<file path="src/rtl/lcd_screen_pkg.sv">
// Shared types and constants for the LCD screen arbitration path.
package lcd_screen_pkg;

  // Default pixel width: RGB565.
  localparam int LCD_PIX_W = 16;

  // Arbiter sequencing states.
  typedef enum logic [1:0] {
    S_IDLE = 2'd0,
    S_RUN  = 2'd1,
    S_PEND = 2'd2
  } arb_state_t;

  // Common RGB565 colours used by the procedural screens.
  localparam logic [15:0] RGB565_BLACK  = 16'h0000;
  localparam logic [15:0] RGB565_WHITE  = 16'hFFFF;
  localparam logic [15:0] RGB565_RED    = 16'hF800;
  localparam logic [15:0] RGB565_GREEN  = 16'h07E0;
  localparam logic [15:0] RGB565_BLUE   = 16'h001F;
  localparam logic [15:0] RGB565_YELLOW = 16'hFFE0;
  localparam logic [15:0] RGB565_ORANGE = 16'hFD20;
  localparam logic [15:0] RGB565_GREY   = 16'h8410;

  // Pack 8-bit-per-channel colour into RGB565.
  function automatic logic [15:0] rgb565(input logic [7:0] r,
                                         input logic [7:0] g,
                                         input logic [7:0] b);
    return {r[7:3], g[7:2], b[7:3]};
  endfunction

endpackage

</file>
<file path="src/rtl/lcd_prio_enc.sv">
// Fixed-priority encoder: lowest set request bit wins, DEFAULT when idle.
module lcd_prio_enc #(
  parameter int unsigned N       = 4,
  parameter int unsigned DEFAULT = 0,
  localparam int unsigned IDX_W  = (N > 1) ? $clog2(N) : 1
) (
  input  logic [N-1:0]     req,
  output logic [IDX_W-1:0] idx
);

  logic found;

  // Scan upward so the first hit (highest priority) is kept.
  always_comb begin
    idx   = IDX_W'(DEFAULT);
    found = 1'b0;
    for (int unsigned i = 0; i < N; i++) begin
      if (req[i] && !found) begin
        idx   = IDX_W'(i);
        found = 1'b1;
      end
    end
  end

endmodule

</file>
<file path="src/rtl/lcd_screen_arbiter.sv">
// Selects which pixel generator drives the LCD controller; switches only on
// frame boundaries with a minimum dwell, plus a debug force path.
module lcd_screen_arbiter
  import lcd_screen_pkg::*;
#(
  parameter int N_SRC       = 4,
  parameter int PIX_W       = LCD_PIX_W,
  parameter int DEFAULT_SRC = 0,
  parameter int HOLD_FRAMES = 2,
  localparam int IDX_W      = (N_SRC > 1) ? $clog2(N_SRC) : 1
) (
  input  logic                   clk,
  input  logic                   rst,
  input  logic [N_SRC-1:0]       src_req,
  input  logic [N_SRC*PIX_W-1:0] src_pixel,
  input  logic [N_SRC-1:0]       src_avail,
  input  logic                   frame_start,
  input  logic                   force_en,
  input  logic [IDX_W-1:0]       force_idx,
  output logic [PIX_W-1:0]       pixel_out,
  output logic                   pixel_avail,
  output logic [IDX_W-1:0]       active_idx,
  output logic [N_SRC-1:0]       active_oh,
  output logic                   pending,
  output logic                   switch_pulse
);

  localparam int HOLD_W = (HOLD_FRAMES > 0) ? $clog2(HOLD_FRAMES + 1) : 1;

  arb_state_t        state;
  logic [IDX_W-1:0]  target;
  logic [HOLD_W-1:0] hold_cnt;
  logic [HOLD_W-1:0] hold_inc;
  logic              hold_met;
  logic              force_ok;

  lcd_prio_enc #(
    .N       (N_SRC),
    .DEFAULT (DEFAULT_SRC)
  ) u_prio (
    .req (src_req),
    .idx (target)
  );

  // Force index validity and frame-dwell qualification.
  // The dwell test uses the count including the current frame_start, so the
  // HOLD_FRAMES-th frame after a switch is already allowed to switch again.
  always_comb begin
    force_ok = 1'b0;
    for (int unsigned i = 0; i < N_SRC; i++) begin
      if (force_idx == IDX_W'(i)) force_ok = force_en;
    end
    hold_inc = hold_cnt;
    if (frame_start && (int'(hold_cnt) < HOLD_FRAMES)) hold_inc = hold_cnt + HOLD_W'(1);
    hold_met = frame_start && (int'(hold_inc) >= HOLD_FRAMES);
  end

  // Arbitration FSM with registered index, one-hot, pending and switch pulse.
  always_ff @(posedge clk or posedge rst) begin
    if (rst) begin
      state        <= S_IDLE;
      active_idx   <= IDX_W'(DEFAULT_SRC);
      active_oh    <= N_SRC'(1) << DEFAULT_SRC;
      pending      <= 1'b0;
      switch_pulse <= 1'b0;
      hold_cnt     <= HOLD_W'(HOLD_FRAMES);
    end else begin
      switch_pulse <= 1'b0;
      hold_cnt     <= hold_inc;
      if (force_ok) begin
        active_idx   <= force_idx;
        active_oh    <= N_SRC'(1) << force_idx;
        hold_cnt     <= '0;
        switch_pulse <= (force_idx != active_idx);
        pending      <= 1'b0;
        state        <= S_RUN;
      end else begin
        unique case (state)
          S_IDLE: begin
            pending <= 1'b0;
            state   <= S_RUN;
          end
          S_RUN: begin
            if (target != active_idx) begin
              pending <= 1'b1;
              state   <= S_PEND;
            end
          end
          S_PEND: begin
            if (target == active_idx) begin
              pending <= 1'b0;
              state   <= S_RUN;
            end else if (hold_met) begin
              active_idx   <= target;
              active_oh    <= N_SRC'(1) << target;
              hold_cnt     <= '0;
              switch_pulse <= 1'b1;
              pending      <= 1'b0;
              state        <= S_RUN;
            end
          end
          default: begin
            pending <= 1'b0;
            state   <= S_IDLE;
          end
        endcase
      end
    end
  end

  // Pixel path follows the registered index with no extra pipeline stage.
  always_comb begin
    pixel_out   = '0;
    pixel_avail = 1'b0;
    for (int unsigned i = 0; i < N_SRC; i++) begin
      if (active_idx == IDX_W'(i)) begin
        pixel_out   = src_pixel[i*PIX_W +: PIX_W];
        pixel_avail = src_avail[i];
      end
    end
  end

endmodule

</file>
<file path="config.mk">
export PLATFORM = sky130hd
export DESIGN_NAME = lcd_screen_arbiter
export DESIGN_NICKNAME = d
export VERILOG_FILES = /design/src/rtl/lcd_screen_pkg.sv /design/src/rtl/lcd_prio_enc.sv /design/src/rtl/lcd_screen_arbiter.sv
export SDC_FILE = /design/constraint.sdc
export NUM_CORES = 1
export LEC_CHECK = 0
export CORE_MARGIN = 2
export CORE_UTILIZATION = 32
export DETAILED_ROUTE_END_ITERATION = 10
export PLACE_DENSITY_LB_ADDON = 0.15
export SYNTH_ARGS = -nofsm -noshare
export SYNTH_HDL_FRONTEND = slang
export SYNTH_HIERARCHICAL = 1
export SYNTH_SLANG_ARGS = --single-unit
</file>
<file path="constraint.sdc">
create_clock -name clk -period 2.65 [get_ports clk]
set_input_delay 0.795 -clock clk [delete_from_list [all_inputs] [get_ports clk]]
set_output_delay 0.795 -clock clk [all_outputs]
set_load 0.01 [all_outputs]
</file>
==> summary.txt, run 1 <==
Power and ir drop
  • Int Power: a little under 600 uW
  • Clk pwr share: roughly 18%
  • Power Dens Cells: 402 mW/mm^2
  • Peak VDD IR: approximately 0.00030 V
  • Gate power share: 55.3%
  • Switching pwr: roughly 260 uW
  • Leakage power total: between 0.8 and 0.9 nW
  • Register share of total power: approximately 27%
  • Total power: between 800 and 900 uW
  • Sw frac: between 30% and 40%

Placed design
  • Placed inst area: 0.00216 sq mm
  • Port bufs: 102
  • Routability cong.: 0.774
  • DP Wirelength: roughly 3300 um

Drt
  • First-pass iteration count of the detailed router: 4
  • Number of routed nets with antenna violations: 0
  • DRC: 0
  • Final wirelength: roughly 4000 um
  • DRT iter0 DRCs: 24
  • Via count: roughly 1200
  • Routed length per instance: about 17 um
  • Via/cell ratio: 4.98

Floorplan
  • Placeable Area: a little over 0.003 sq mm
  • Starting density of the core: 34.0%
  • Die Area: 0.00377 sq mm
  • Die Height: between 60 and 70 um
  • Chip width: a little over 60 um
  • Num ports: around 100
  • # rows: 20

Timing
  • Rel. slew slack: roughly two thirds
  • Fin crit period: ~2600 ps
  • F_max: approximately 0.38 GHz
  • Fin. Hold Viols: 0
  • Final Skew: ~1.6 ps
  • RSZ-0062 raised after global routing: no
  • Hold Slack: around 500 ps
  • Worst-margin pin slew: between 400 and 500 ps
  • Setup Viol. Count Final: 0
  • Period utilisation layout: 99.1%
  • Final Slew Violations: 0
  • Setup TNS: 0 ps

Global route
  • Total track usage: a little over a fifth
  • Antenna violations before repair: 0
  • First-pass GRT wire length: 5880 um
  • Largest net degree at the start of global routing: 22
  • Overflow after GRT: 0
  • Vias in the first global route: ~1200

Synthesis
  • Post-synth top area share: a little over a third
  • Mux share of post-synthesis cell area: between 40% and 50%
  • Top_reg_cell synth: dfrtp_1
  • Yosys warns: 6
  • Area contributors post-synth: mux4_2 36%, dfrtp_1 24%, mux2_2 8.6%
  • Post-synthesis adder-cell area fraction: 0%
  • EDFF count, synth: 0
  • Post-synthesis area per instance: around 13 sq um
  • Post-Syn Area: ~0.0011 sq mm
  • XOR/XNOR share of the synthesized area: around 3.3%
  • Compound-Gate Fraction of Synth Area: a little under a tenth
  • Fraction of registers with async set or reset after synthesis: 100%
  • Syn Nets: 160
  • Largest family of logic cells by synthesized area: multiplexers
  • Simple-Gate Fraction of Synth Area: 7.24%
  • Synth cell types: 25
  • Register area share after synthesis: approximately 29%
  • Mapped Cells: 82
  • FF+latch count, synth: 12
  • Top cell type by total area after synthesis: mux4_2

Critical path
  • Crit path kind: in -> out
  • CP Cell Sequence: clkdlybuf4s50_1 -> mux4_2 -> buf_6
  • Critical path buffers and inverters: 2
  • Worst Path Required: between 1500 and 2000 ps
  • CP delay by family, top: buffers and inverters
  • Arrival @ worst endpoint: ~1800 ps
  • CP startpoint kind: input pin
  • Crit. End Element: output pin
  • CP max stage delay: a little under 500 ps
  • Critical Path Slowest Stage Cell: mux4_2
  • Crit path max fanout: 1

Clock tree
  • Max Root-Sink Buffers: 2
  • CTS Buf Count: 3
  • Clock Latency Late Sink: between 200 and 300 ps
  • CTS Hold Bufs: 0
  • Clock sink total: 12
  • Root buffer cell: clkbuf_4
  • Clock-pin slew on the worst setup and hold paths: ~80 ps
  • H-tree depth: 1
  • CTS tree: built

Cells and area
  • Synth-to-layout area growth: 102%
  • Nets: 269
  • Most frequent cells in the layout: 84 x clkdlybuf4s50_1, 17 x mux4_2, 16 x buf_2
  • # diodes: 0
  • Share of cells above drive strength 1: slightly above 30%
  • Post-route cell area: approximately 0.0021 sq mm
  • Commonest non-fill, non-tap cell in the layout: clkdlybuf4s50_1

Flow run
  • Maxcap violations: 0

Min path
  • HP Class: reg -> reg

Status
  • Status: finished, final reports clean
==> path summary, 6_finish.rpt <==
check / slack (ps) / cells after the start / end / startpoint
setup / recovery: 20 / 3 / pixel_out[9] / src_pixel[41]
setup reg to reg: 880 / 5 / active_idx[0] / active_idx[0]
hold / removal: 520 / 1 / active_oh[2] / active_oh[2]
hold reg to reg: 520 / 1 / active_oh[2] / active_oh[2]
max in group asynchronous: 1490 / 2 / hold_cnt[1] / rst
min in group asynchronous: 820 / 2 / active_oh[3] / rst
==> power groups by stage <==
stage | Clock, mW | Combinational (mW) | Sequential (mW)
detailed placement | 0 | 0.519 | 0.233
floorplan | 0 | 0.229 | 0.239
global placement | 0 | 0.508 | 0.231
global route | 0.158 | 0.507 | 0.234
finish | 0.152 | 0.472 | 0.230
CTS | 0.152 | 0.474 | 0.230
==> per-stage QoR <==
step | utilization (%) | std cells | setup WS (ps)
after floorplan | - | 82 | 451
after global placement | 69.8 | 230 | -300
after detailed placement | 69.8 | 230 | -318
after CTS | 68.2 | 234 | 17.0
after global routing | 68.5 | 234 | 7.17
final | 68.5 | 234 | 22.7
==> synth_stat cells (2+ instances only) <==
cell / number
nand2_1: 2
buf_4: 2
nor2b_1: 2
mux4_2: 17
dfrtp_1: 10
xnor2_1: 2
buf_2: 3
xor2_1: 2
dfstp_2: 2
inv_1: 3
nor2_1: 9
mux2i_1: 3
a21oi_1: 3
a31oi_1: 2
nor3_1: 2
nand2b_1: 2
mux2_2: 8
==> final cells by class <==
cell class              instances  area, sq um
inverters                       3         11.3
well taps                      44         55.1
fillers                       274          978
repair buffers                109         1010
clock buffers                   4         36.3
flip-flops and latches         12          303
multi-input cells              62          709
==> state kept, by name (all words and copies together) (netlist names) <==
register / count
pending: 1
state: 2
active_idx: 2
hold_cnt: 2
active_oh: 4
switch_pulse: 1
==> logic make-up after synthesis <==
group           count (synthesis)
simple gates                   17
flops                          12
compound gates                 13
buf+inv                         8
mux                            28
xor+xnor                        4
==> layer usage <==
layer	vias to the layer above	part of all wire [%]	track usage, %
li1	536	-	-
met1	555	37	24.3
met2	65	51	40.9
met3	9	9.6	3.15
met4	0	2.4	8.81
met5	-	0	0
==> timing repair <==
item / 4_1_cts / 5_1_grt
gates resized for setup: 68 / 2
endpoints found under the hold margin: 0 / 0
setup buffers: 0 / 0
setup endpoints to repair: 17 / 1
No activity file was read; power rests on OpenSTA's default activity.
==> inputs of run 2 (changes only) <==
Settings changed: CORE_MARGIN 2 to 5.
==> run 2 against run 1 <==
  * Global-route usage is 2.0 points lower
  * Routed wire length up 7.6%
  * Clock skew is 3.1 ps higher
  * Largest cell class unchanged
  * Design area down 0.24%
  * Critical endpoint is now pixel_out[6]
  * Total power about the same
  * Worst hold slack better by 7.3 ps
  * Non-clock buffer count fell by 1
  * Sequential cell count is the same
  * Largest power group unchanged
  * Sequential power about the same
  * Core utilization fell by 0.16 points
  * Highest routed layer unchanged
==> summary.txt, run 2 (synthesized netlist as in run 1, its figures left out) <==
Timing
  • Fin crit period: 2630 ps (+3.55 ps)
  • Period utilisation layout: 99.3% (+0.13 points)
  • Rel. slew slack: 66.5% (-1.9 points)
  • RSZ-0062 raised after global routing: no
  • Final Skew: 4.72 ps (+3.09 ps)
  • F_max: 0.380 GHz (-0.14%)
  • Worst-margin pin slew: 501 ps (+27.1 ps)
  • Setup Viol. Count Final: 0 (unchanged)
  • Fin. Hold Viols: 0 (unchanged)
  • Setup TNS: 0 ps (unchanged)
  • Final Slew Violations: 0 (unchanged)

Clock tree
  • CTS tree: built
  • Clock Latency Late Sink: 280 ps (about the same)
  • CTS Buf Count: 3 (unchanged)
  • Clock-pin slew on the worst setup and hold paths: 80 ps (about the same)
  • CTS Hold Bufs: 0 (unchanged)
  • Postcts setup bufs: 0 (unchanged)
  • Clock sink total: 12 (unchanged)
  • Max Root-Sink Buffers: 2 (unchanged)
  • H-tree depth: 1 (unchanged)
  • Root buffer cell: clkbuf_4

Floorplan
  • Starting density of the core: 34.0% (unchanged)
  • # rows: 20 (unchanged)
  • Num ports: 103 (unchanged)
  • Die Area: 0.00454 sq mm (+21%)
  • Placeable Area: 0.00310 sq mm (unchanged)
  • Chip width: 67.4 um (+9.8%)
  • Die Height: 67.4 um (+9.8%)

Flow run
  • Maxcap violations: 0 (unchanged)

Placed design
  • Placed inst area: 0.00216 sq mm (-0.35%)
  • Port bufs: 102 (unchanged)
  • Placed Cells incl. Taps: 229 (-0.43%)
  • DP Wirelength: 3610 um (+11%)
  • Routability cong.: 0.787 (+1.8%)

Status
  • Status: finished, final reports clean

Critical path
  • CP delay by family, top: buffers and inverters
  • Crit path kind: in -> out
  • Reg2reg end: active_oh[1]
  • CP startpoint kind: input pin
  • Reg2reg setup slack: 900 ps (+20 ps)
  • Critical Path Slowest Stage Cell: mux4_2
  • CP Cell Sequence: clkdlybuf4s50_1 -> mux4_2 -> buf_6
  • RR Startpoint: active_idx[1]
  • Worst r2r path cells: 5 (unchanged)
  • Worst Path Required: 1860 ps (about the same)
  • Critical path buffers and inverters: 2 (unchanged)
  • CP max stage delay: 490 ps (about the same)
  • Crit path max fanout: 1 (unchanged)
  • Crit. End Element: output pin
  • Arrival @ worst endpoint: 1840 ps (about the same)

Drt
  • Via count: 1159 (-0.52%)
  • DRC: 0 (unchanged)
  • Via/cell ratio: 4.97 (about the same)
  • Routed length per instance: 18.3 um (+8.0%)
  • First-pass iteration count of the detailed router: 4 (unchanged)
  • DRT iter0 DRCs: 22 (-8.3%)
  • Final wirelength: 4260 um (+7.6%)
  • Number of routed nets with antenna violations: 0 (unchanged)

Cells and area
  • Most frequent cells in the layout: 84 x clkdlybuf4s50_1, 17 x mux4_2, 15 x buf_2
  • FILL cells: 264 (-3.6%)
  • Share of cells above drive strength 1: 30.2% (-0.37 points)
  • # diodes: 0 (unchanged)
  • Most flops, register: active_oh
  • Commonest non-fill, non-tap cell in the layout: clkdlybuf4s50_1
  • Nets: 268 (-0.37%)
  • Util after Layout: 68.3% (-0.16 points)
  • Layout Cells excl Fill: 233 (-0.43%)
  • Post-route cell area: 0.00212 sq mm (-0.24%)
  • Synth-to-layout area growth: 101%
  • Max reg flops: 4 (unchanged)

Global route
  • Largest net degree at the start of global routing: 22 (unchanged)
  • Total track usage: 19.7% (-2.0 points)
  • Met1 usage: 21.3% (-3.0 points)
  • GRT met3 Usage: 5.32% (+2.2 points)
  • First-pass GRT wire length: 6620 um (+13%)
  • Overflow after GRT: 0 (unchanged)
  • GRT Max-Usage Layer: met2
  • Vias in the first global route: 1271 (+3.1%)
  • Antenna violations before repair: 0 (unchanged)
  • GR Util met2: 36.9% (-3.9 points)

Power and ir drop
  • Power Dens Cells: 403 mW/mm^2 (+0.26%)
  • Leakage power total: 0.850 nW (-1.2%)
  • Total power: 854 uW (about the same)
  • Peak VDD IR: 0.000376 V (+27%)

Min path
  • Hold_sp: active_oh[1]
  • HP Class: reg -> reg
  • WHS Path Cells: 1 (unchanged)
  • Worst Hold Path EP: active_oh[1]
==> run 2: cell count changes in the layout (fill, tap and decap cells not counted) <==
cell and delta:
buf_2 -1, buf_4 -1, buf_6 +1, dlygate4sd2_1 +1, dlymetal6s2s_1 -1
==> run 2: worst max-delay path by stage <==
stage                  start             to  slack (ps)  depth (start not counted)
2_1_floorplan  active_idx[0]  pixel_out[10]         450                          3
3_3_place_gp   src_pixel[48]   pixel_out[0]        -320                          3
3_5_place_dp   src_pixel[54]   pixel_out[6]        -350                          3
4_1_cts        src_pixel[25]   pixel_out[9]          20                          3
5_1_grt        src_pixel[51]   pixel_out[3]         0.2                          3
6_report        src_pixel[6]   pixel_out[6]          20                          3
==> run 2: repair_timing <==
action / in CTS / in global routing
gates resized for setup: 70 / 1
cloned: 0 / 0
setup endpoints to repair: 17 / 1
==> run 2: layout make-up <==
class	instances	area [sq um]	share of cell area, %
Clock buffer	4	36.3	1.71
Inverter	3	11.3	0.531
Multi-Input combinational cell	62	709	33.5
Sequential cell	12	303	14.3
Tap cell	44	55.1	2.60
Timing Repair Buffer	108	1000	47.4
==> run 2: routing by layer <==
metal | vias to the layer above | wire, um
met5 | - | 0
met2 | 66 | 2180
li1 | 534 | -
met1 | 549 | 1530
met4 | 0 | 93
met3 | 10 | 463
==> run 2: worst reg2reg max path: stages (launching register included) <==
cell	delay [ps]
dfrtp_1	380
buf_4	190
xor2_1	190
o21a_2	250
a21oi_4	270
mux2_2	370
==> run 2: per-stage QoR <==
| step | setup slack, ps | hold slack (ps) |
|---|---|---|
| floorplan | 451 | 524 |
| global placement | -316 | 495 |
| detailed placement | -349 | 502 |
| CTS | 15.2 | 523 |
| global route | 0.167 | 549 |
| finish | 19.2 | 523 |
==> run 2: power breakdown <==
part	leakage (nW)	internal (mW)	switching [mW]
clock network	0.0210	0.0836	0.0656
logic	0.683	0.298	0.177
registers	0.146	0.211	0.0188
total	0.850	0.592	0.261
